**src/rtl/epidemic_forward_ctrl_if.sv**
```systemverilog
// Flit handshake bundle for the epidemic forwarding controller:
// single-flit input side plus the four-link replicated output side.
interface epidemic_forward_ctrl_if #(
  parameter int DW = 32
);
  logic          i_valid;
  logic          i_ready;
  logic [DW-1:0] i_data;
  logic [1:0]    i_src;
  logic [3:0]    o_valid;
  logic [3:0]    o_ready;
  logic [DW-1:0] o_data;

  modport slave (
    input  i_valid, i_data, i_src, o_ready,
    output i_ready, o_valid, o_data
  );

  modport master (
    output i_valid, i_data, i_src, o_ready,
    input  i_ready, o_valid, o_data
  );
endinterface

```
**src/rtl/epidemic_forward_ctrl.sv**
```systemverilog
// Per-node flooding controller: drops duplicate/expired flits, then
// replicates survivors to every enabled link except the arrival link.
module epidemic_forward_ctrl #(
  parameter int DW    = 32,
  parameter int IDW   = 8,
  parameter int TW    = 4,
  parameter int DEPTH = 8
) (
  input  logic                   clk,
  input  logic                   rst,
  epidemic_forward_ctrl_if.slave io,
  input  logic [3:0]             port_en,
  output logic [15:0]            fwd_cnt,
  output logic [15:0]            drop_cnt
);
  localparam int PW = $clog2(DEPTH);

  typedef enum logic [1:0] {IDLE, CHECK, SEND} state_t;

  state_t                       r_state, w_state_nxt;
  logic [DW-1:0]                r_flit, r_odata, w_fwd_data;
  logic [1:0]                   r_src;
  logic [3:0]                   r_pend, w_mask, w_pend_left;
  logic [DEPTH-1:0][IDW-1:0]    r_tab_id;
  logic [DEPTH-1:0]             r_tab_vld;
  logic [PW-1:0]                r_wptr;
  logic [15:0]                  r_fwd, r_drop;
  logic [IDW-1:0]               w_id;
  logic [TW-1:0]                w_ttl;
  logic                         w_hit, w_drop;

  assign w_id        = r_flit[IDW-1:0];
  assign w_ttl       = r_flit[IDW+TW-1:IDW];
  assign w_mask      = port_en & ~(4'b0001 << r_src);
  assign w_pend_left = r_pend & ~io.o_ready;
  assign w_drop      = w_hit | (w_ttl == '0) | (w_mask == 4'b0000);
  assign fwd_cnt     = r_fwd;
  assign drop_cnt    = r_drop;
  assign io.o_data   = r_odata;

  always_comb begin
    w_hit = 1'b0;
    for (int i = 0; i < DEPTH; i++)
      if (r_tab_vld[i] && (r_tab_id[i] == w_id)) w_hit = 1'b1;
  end

  always_comb begin
    w_fwd_data                   = r_flit;
    w_fwd_data[IDW+TW-1:IDW]     = w_ttl - TW'(1);
  end

  always_ff @(posedge clk or posedge rst) begin
    if (rst) r_state <= IDLE;
    else     r_state <= w_state_nxt;
  end

  // i_ready is gated by rst so nothing is accepted while reset is held
  always_comb begin
    w_state_nxt = r_state;
    io.i_ready  = 1'b0;
    io.o_valid  = 4'b0000;
    case (r_state)
      IDLE: begin
        io.i_ready = ~rst;
        if (io.i_valid) w_state_nxt = CHECK;
      end
      CHECK: w_state_nxt = w_drop ? IDLE : SEND;
      SEND: begin
        io.o_valid = r_pend;
        if (w_pend_left == 4'b0000) w_state_nxt = IDLE;
      end
      default: w_state_nxt = IDLE;
    endcase
  end

  always_ff @(posedge clk or posedge rst) begin
    if (rst) begin
      r_flit    <= '0;
      r_src     <= '0;
      r_odata   <= '0;
      r_pend    <= '0;
      r_tab_id  <= '0;
      r_tab_vld <= '0;
      r_wptr    <= '0;
      r_fwd     <= '0;
      r_drop    <= '0;
    end else begin
      case (r_state)
        IDLE: if (io.i_valid) begin
          r_flit <= io.i_data;
          r_src  <= io.i_src;
        end
        CHECK: begin
          if (w_drop) begin
            if (r_drop != 16'hFFFF) r_drop <= r_drop + 16'd1;
          end else begin
            // FIFO replacement: wrapping pointer overwrites the oldest ID
            r_tab_id[r_wptr]  <= w_id;
            r_tab_vld[r_wptr] <= 1'b1;
            r_wptr            <= r_wptr + PW'(1);
            r_pend            <= w_mask;
            r_odata           <= w_fwd_data;
          end
        end
        SEND: begin
          r_pend <= w_pend_left;
          if ((w_pend_left == 4'b0000) && (r_fwd != 16'hFFFF)) r_fwd <= r_fwd + 16'd1;
        end
        default: ;
      endcase
    end
  end
endmodule

```
**src/flat_wrapper.sv**
```systemverilog
// flat-port wrapper written by rule: the top's interface ports become plain ports
module epidemic_forward_ctrl_flat 
#(
  parameter int DW    = 32,
  parameter int IDW   = 8,
  parameter int TW    = 4,
  parameter int DEPTH = 8
)
  (clk, rst, port_en, fwd_cnt, drop_cnt, io_i_valid, io_i_data, io_i_src, io_o_ready, io_i_ready, io_o_valid, io_o_data);
  epidemic_forward_ctrl_if #(.DW(DW)) io_i ();
  input  logic clk;
  input  logic rst;
  input  logic [3:0] port_en;
  output logic [15:0] fwd_cnt;
  output logic [15:0] drop_cnt;
  input wire logic [$bits(io_i.i_valid)-1:0] io_i_valid;
  input wire logic [$bits(io_i.i_data)-1:0] io_i_data;
  input wire logic [$bits(io_i.i_src)-1:0] io_i_src;
  input wire logic [$bits(io_i.o_ready)-1:0] io_o_ready;
  output wire logic [$bits(io_i.i_ready)-1:0] io_i_ready;
  output wire logic [$bits(io_i.o_valid)-1:0] io_o_valid;
  output wire logic [$bits(io_i.o_data)-1:0] io_o_data;
  assign io_i.i_valid = io_i_valid;
  assign io_i.i_data = io_i_data;
  assign io_i.i_src = io_i_src;
  assign io_i.o_ready = io_o_ready;
  assign io_i_ready = io_i.i_ready;
  assign io_o_valid = io_i.o_valid;
  assign io_o_data = io_i.o_data;
  epidemic_forward_ctrl #(.DW(DW), .IDW(IDW), .TW(TW), .DEPTH(DEPTH)) u_core (.clk(clk), .rst(rst), .io(io_i), .port_en(port_en), .fwd_cnt(fwd_cnt), .drop_cnt(drop_cnt));
endmodule
```
**config.mk**
```make
export PLATFORM = sky130hd
export DESIGN_NAME = epidemic_forward_ctrl_flat
export DESIGN_NICKNAME = d
export VERILOG_FILES = /design/src/rtl/epidemic_forward_ctrl_if.sv /design/src/rtl/epidemic_forward_ctrl.sv /design/src/flat_wrapper.sv
export SDC_FILE = /design/constraint.sdc
export NUM_CORES = 1
export LEC_CHECK = 0
export ABC_AREA = 1
export ABC_CLOCK_PERIOD_IN_PS = 7100
export CAP_MARGIN = 20
export CORE_UTILIZATION = 50
export DETAILED_ROUTE_END_ITERATION = 7
export HOLD_SLACK_MARGIN = 0.1
export PLACE_DENSITY = 0.71
export SLEW_MARGIN = 15
export SYNTH_ARGS = -nofsm -noshare
export SYNTH_HDL_FRONTEND = slang
export SYNTH_SLANG_ARGS = --single-unit
```
**constraint.sdc**
```tcl
create_clock -name clk -period 7.1 [get_ports clk]
set_input_delay 1.065 -clock clk [delete_from_list [all_inputs] [get_ports clk]]
set_output_delay 1.065 -clock clk [all_outputs]
set_load 0.05 [all_outputs]
```
==> flow_metrics.py <==
metrics = {
    "hold_path": {
        "hold_class": "register to register",
    },
    "synthesis": {
        "yosys-top-cells-count": "nand2_1 (471), dfrtp_1 (179), inv_1 (125)",
        "ys_seq_elements": 179,
        "postSynthCellCount": 1254,
        "synth_top_cell_area_share_pct": 47.1,
        "yosys_most_used_dff": "dfrtp_1",
        "synth.yosys.warnings": 0,
        "synth_nets": 1303,
        "async_flop_share_pct": 100,
        "syn_avg_cell_area_um2": 7.59,
        "synth_area_leaders": "dfrtp_1 (47%), nand2_1 (19%), nand4_1 (5.0%), inv_1 (4.9%), nand3_1 (3.4%)",
        "syn_area_um2": 9520,
        "synth-edff-count": 0,
        "synth.most_common_cell": "nand2_1",
        "synth.yosys.seq_area_share_pct": 47.1,
        "yosys.area.top_type": "dfrtp_1",
        "synth_cell_types": 39,
    },
    "sta": {
        "fmax_ghz": 0.277,
        "rsz0062_at_grt": "false",
        "clock_skew_ps": 11.9,
        "timing.setup.tns_ps": 0,
        "tightest_slew_ps": 1140,
        "final.period_utilization_pct": 50.8,
        "setup-violations-final": 0,
        "hold_viol": 0,
        "max_slew_margin_pct": 23.3,
        "slew_violations": 0,
        "period_minus_slack_ps": 3610,
    },
    "critical_path": {
        "reg2reg_from": "u_core.r_flit[5]",
        "crit_path_start_kind": "input pin",
        "crit_arrival_ps": 2550,
        "worstReg2RegEnd": "u_core.r_tab_id[5]",
        "crit_chain": "clkdlybuf4s50_1, nor3_1, clkdlybuf4s50_1",
        "cp-end-kind": "output pin",
        "cp.required_ps": 6030,
        "ff2ff_path_depth": 9,
        "cp_max_fo": 2,
        "critPathKind": "input pin to output pin",
        "rrSetupSlack_ps": 3920,
        "critPathCapture": "io_i_ready",
        "cp_slowest_stage_delay_ps": 830,
        "crit_top_cell": "clkdlybuf4s50_1",
        "cp-startpoint": "rst",
        "crit_slowest_cell": "clkdlybuf4s50_1",
    },
    "placement": {
        "place.gp.congestion": 0.833,
        "hpwl_mm": 14.9,
        "post_dp_cell_area_um2": 10700,
        "io_buffer_count": 113,
        "dp.cells": 1556,
    },
    "clock_tree": {
        "clk_pin_slew_ps": 70,
        "cts.sinks": 179,
        "cts_tree": "done",
        "htreeDepth": 4,
        "root_buffer": "clkbuf_16",
        "post_cts_buffers": 0,
        "worstSkewPairLatency_ps": 440,
        "cts_buffer_depth": 2,
        "cts_buffers": 17,
        "holdBufCountCts": 0,
        "cts_resized": 0,
    },
    "die": {
        "die_h_um": 140,
        "row_count": 50,
        "start_util_pct": 50.9,
        "dieWidth_um": 140,
        "die_area_um2": 19600,
        "core_area_um2": 18700,
        "io_pins": 114,
    },
    "drt": {
        "drc": 0,
        "initialDrtViolationCount": 565,
        "wl_per_cell_um": 14.6,
        "via_per_inst": 5.25,
        "first_pass_iters": 5,
        "via_count": 8358,
        "ant_nets": 0,
        "wirelength_mm": 23.3,
    },
    "global_routing": {
        "grt_max_degree": 89,
        "track_usage_pct": 25.3,
        "antenna_found_initial": 0,
        "grt_overflow": 0,
        "grt_pass1_wl_mm": 39.4,
        "grt_pass1_vias": 8061,
    },
    "final_layout": {
        "finalInstanceArea_um2": 11300,
        "area_growth_pct": 18.9,
        "final.fill_count": 1652,
        "final_util_pct": 60.5,
        "finalNonFillerCells": 1591,
        "drive_gt1_share_pct": 5.45,
        "n_antenna_cell": 0,
        "nets": 1393,
    },
    "power": {
        "peakVddDrop_uv": 253,
        "p_leak_nw": 5.82,
        "power.total_mw": 5.16,
        "p_per_area_nw_per_um2": 456,
    },
    "job": {
        "maxCapViolCount": 0,
    },
    "run_status": {
        "outcome": "finished, final reports clean",
    },
}
-- worst min path at each step --
| stage | end | start | slack (ps) | cells past startpoint |
|---|---|---|---|---|
| final | u_core.io.o_data[8] | u_core.r_flit[8] | 460 | 1 |
| after global routing | u_core.io.o_data[8] | u_core.r_flit[8] | 490 | 1 |
| after global placement | u_core.io.o_data[8] | u_core.r_flit[8] | 440 | 1 |
| after CTS | u_core.io.o_data[8] | u_core.r_flit[8] | 460 | 1 |
| after floorplan | u_core.io.o_data[8] | u_core.r_flit[8] | 430 | 1 |
| after detailed placement | u_core.io.o_data[8] | u_core.r_flit[8] | 460 | 1 |
-- metrics by stage --
step                      hold WS, ps  setup slack [ps]
after floorplan                   427              1180
after global placement            435              3490
after detailed placement          457              3420
after CTS                         460              3480
after global routing              493              3280
final                             457              3490
-- worst max-delay path, delay by kind of cell --
kind,cells,cell delay [ps]
buffers and inverters,2,1310
AND/OR/NAND/NOR,1,170
-- logic make-up (layout without fill, tap and decap cells) --
logic type | Yosys count | count (layout) | share of synthesized area (%)
and+or+nand+nor | 740 | 740 | 34.0
buffers and inverters | 189 | 292 | 8.96
DFF | 179 | 179 | 47.1
AOI/OAI and AO/OA | 96 | 96 | 5.17
xor gates and xnor gates | 44 | 44 | 4.05
adders and majority gates | 4 | 4 | 0.526
muxes | 2 | 2 | 0.210
-- final cells by class --
cell class | instances | area, um^2 | share of cell area, %
clock buffers | 17 | 425 | 3.76
clock inverters | 15 | 164 | 1.45
inverters | 135 | 517 | 4.57
multi-input cells | 886 | 4210 | 37.2
flip-flops and latches | 179 | 4480 | 39.6
well taps | 234 | 293 | 2.59
repair buffers | 125 | 1230 | 10.9
-- layer usage --
layer  GRT usage, %  vias to the layer above  share of wire, %
li1               -                     4180                 -
met1           33.2                     3915                45
met3           5.33                       45               4.9
met5              0                        -                 0
met2           40.6                      218                47
met4           10.5                        0               2.6
-- sequential cells by signal (all words and copies together) (netlist names) --
name and flops:
u_core.r_pend 4, u_core.r_wptr 3, u_core.drop_cnt 16, u_core.fwd_cnt 16, u_core.r_tab_vld 8, u_core.r_flit 32, u_core.r_state 2, u_core.r_tab_id 64
u_core.r_src 2, u_core.io.o_data 32
-- layout by cell type (no fill, tap or decap), types with 3 or more instances in the layout --
master | synthesis | layout
nor4_1 | 4 | 4
nor2_1 | 77 | 76
nand4_1 | 76 | 76
nand3_1 | 65 | 65
nor3_1 | 20 | 19
clkinv_8 | 0 | 3
buf_4 | 17 | 9
o21ai_0 | 59 | 59
xor2_1 | 21 | 21
inv_2 | 5 | 5
nand4_2 | 9 | 8
inv_6 | 0 | 6
a21oi_1 | 8 | 8
inv_8 | 0 | 4
clkdlybuf4s50_1 | 0 | 113
ha_1 | 4 | 4
o21ai_1 | 26 | 26
inv_1 | 125 | 124
clkbuf_16 | 0 | 17
dfrtp_1 | 179 | 179
nand2_1 | 471 | 471
clkinv_1 | 3 | 3
xnor2_1 | 23 | 23
clkinv_4 | 0 | 3
-- report_power, final --
part	internal, mW	switching (mW)	leakage (nW)
logic	0.781	1.72	3.24
clock network	0.474	0.468	0.289
registers	1.36	0.353	2.30
total	2.62	2.54	5.82
(Power assumes the default switching activity.)
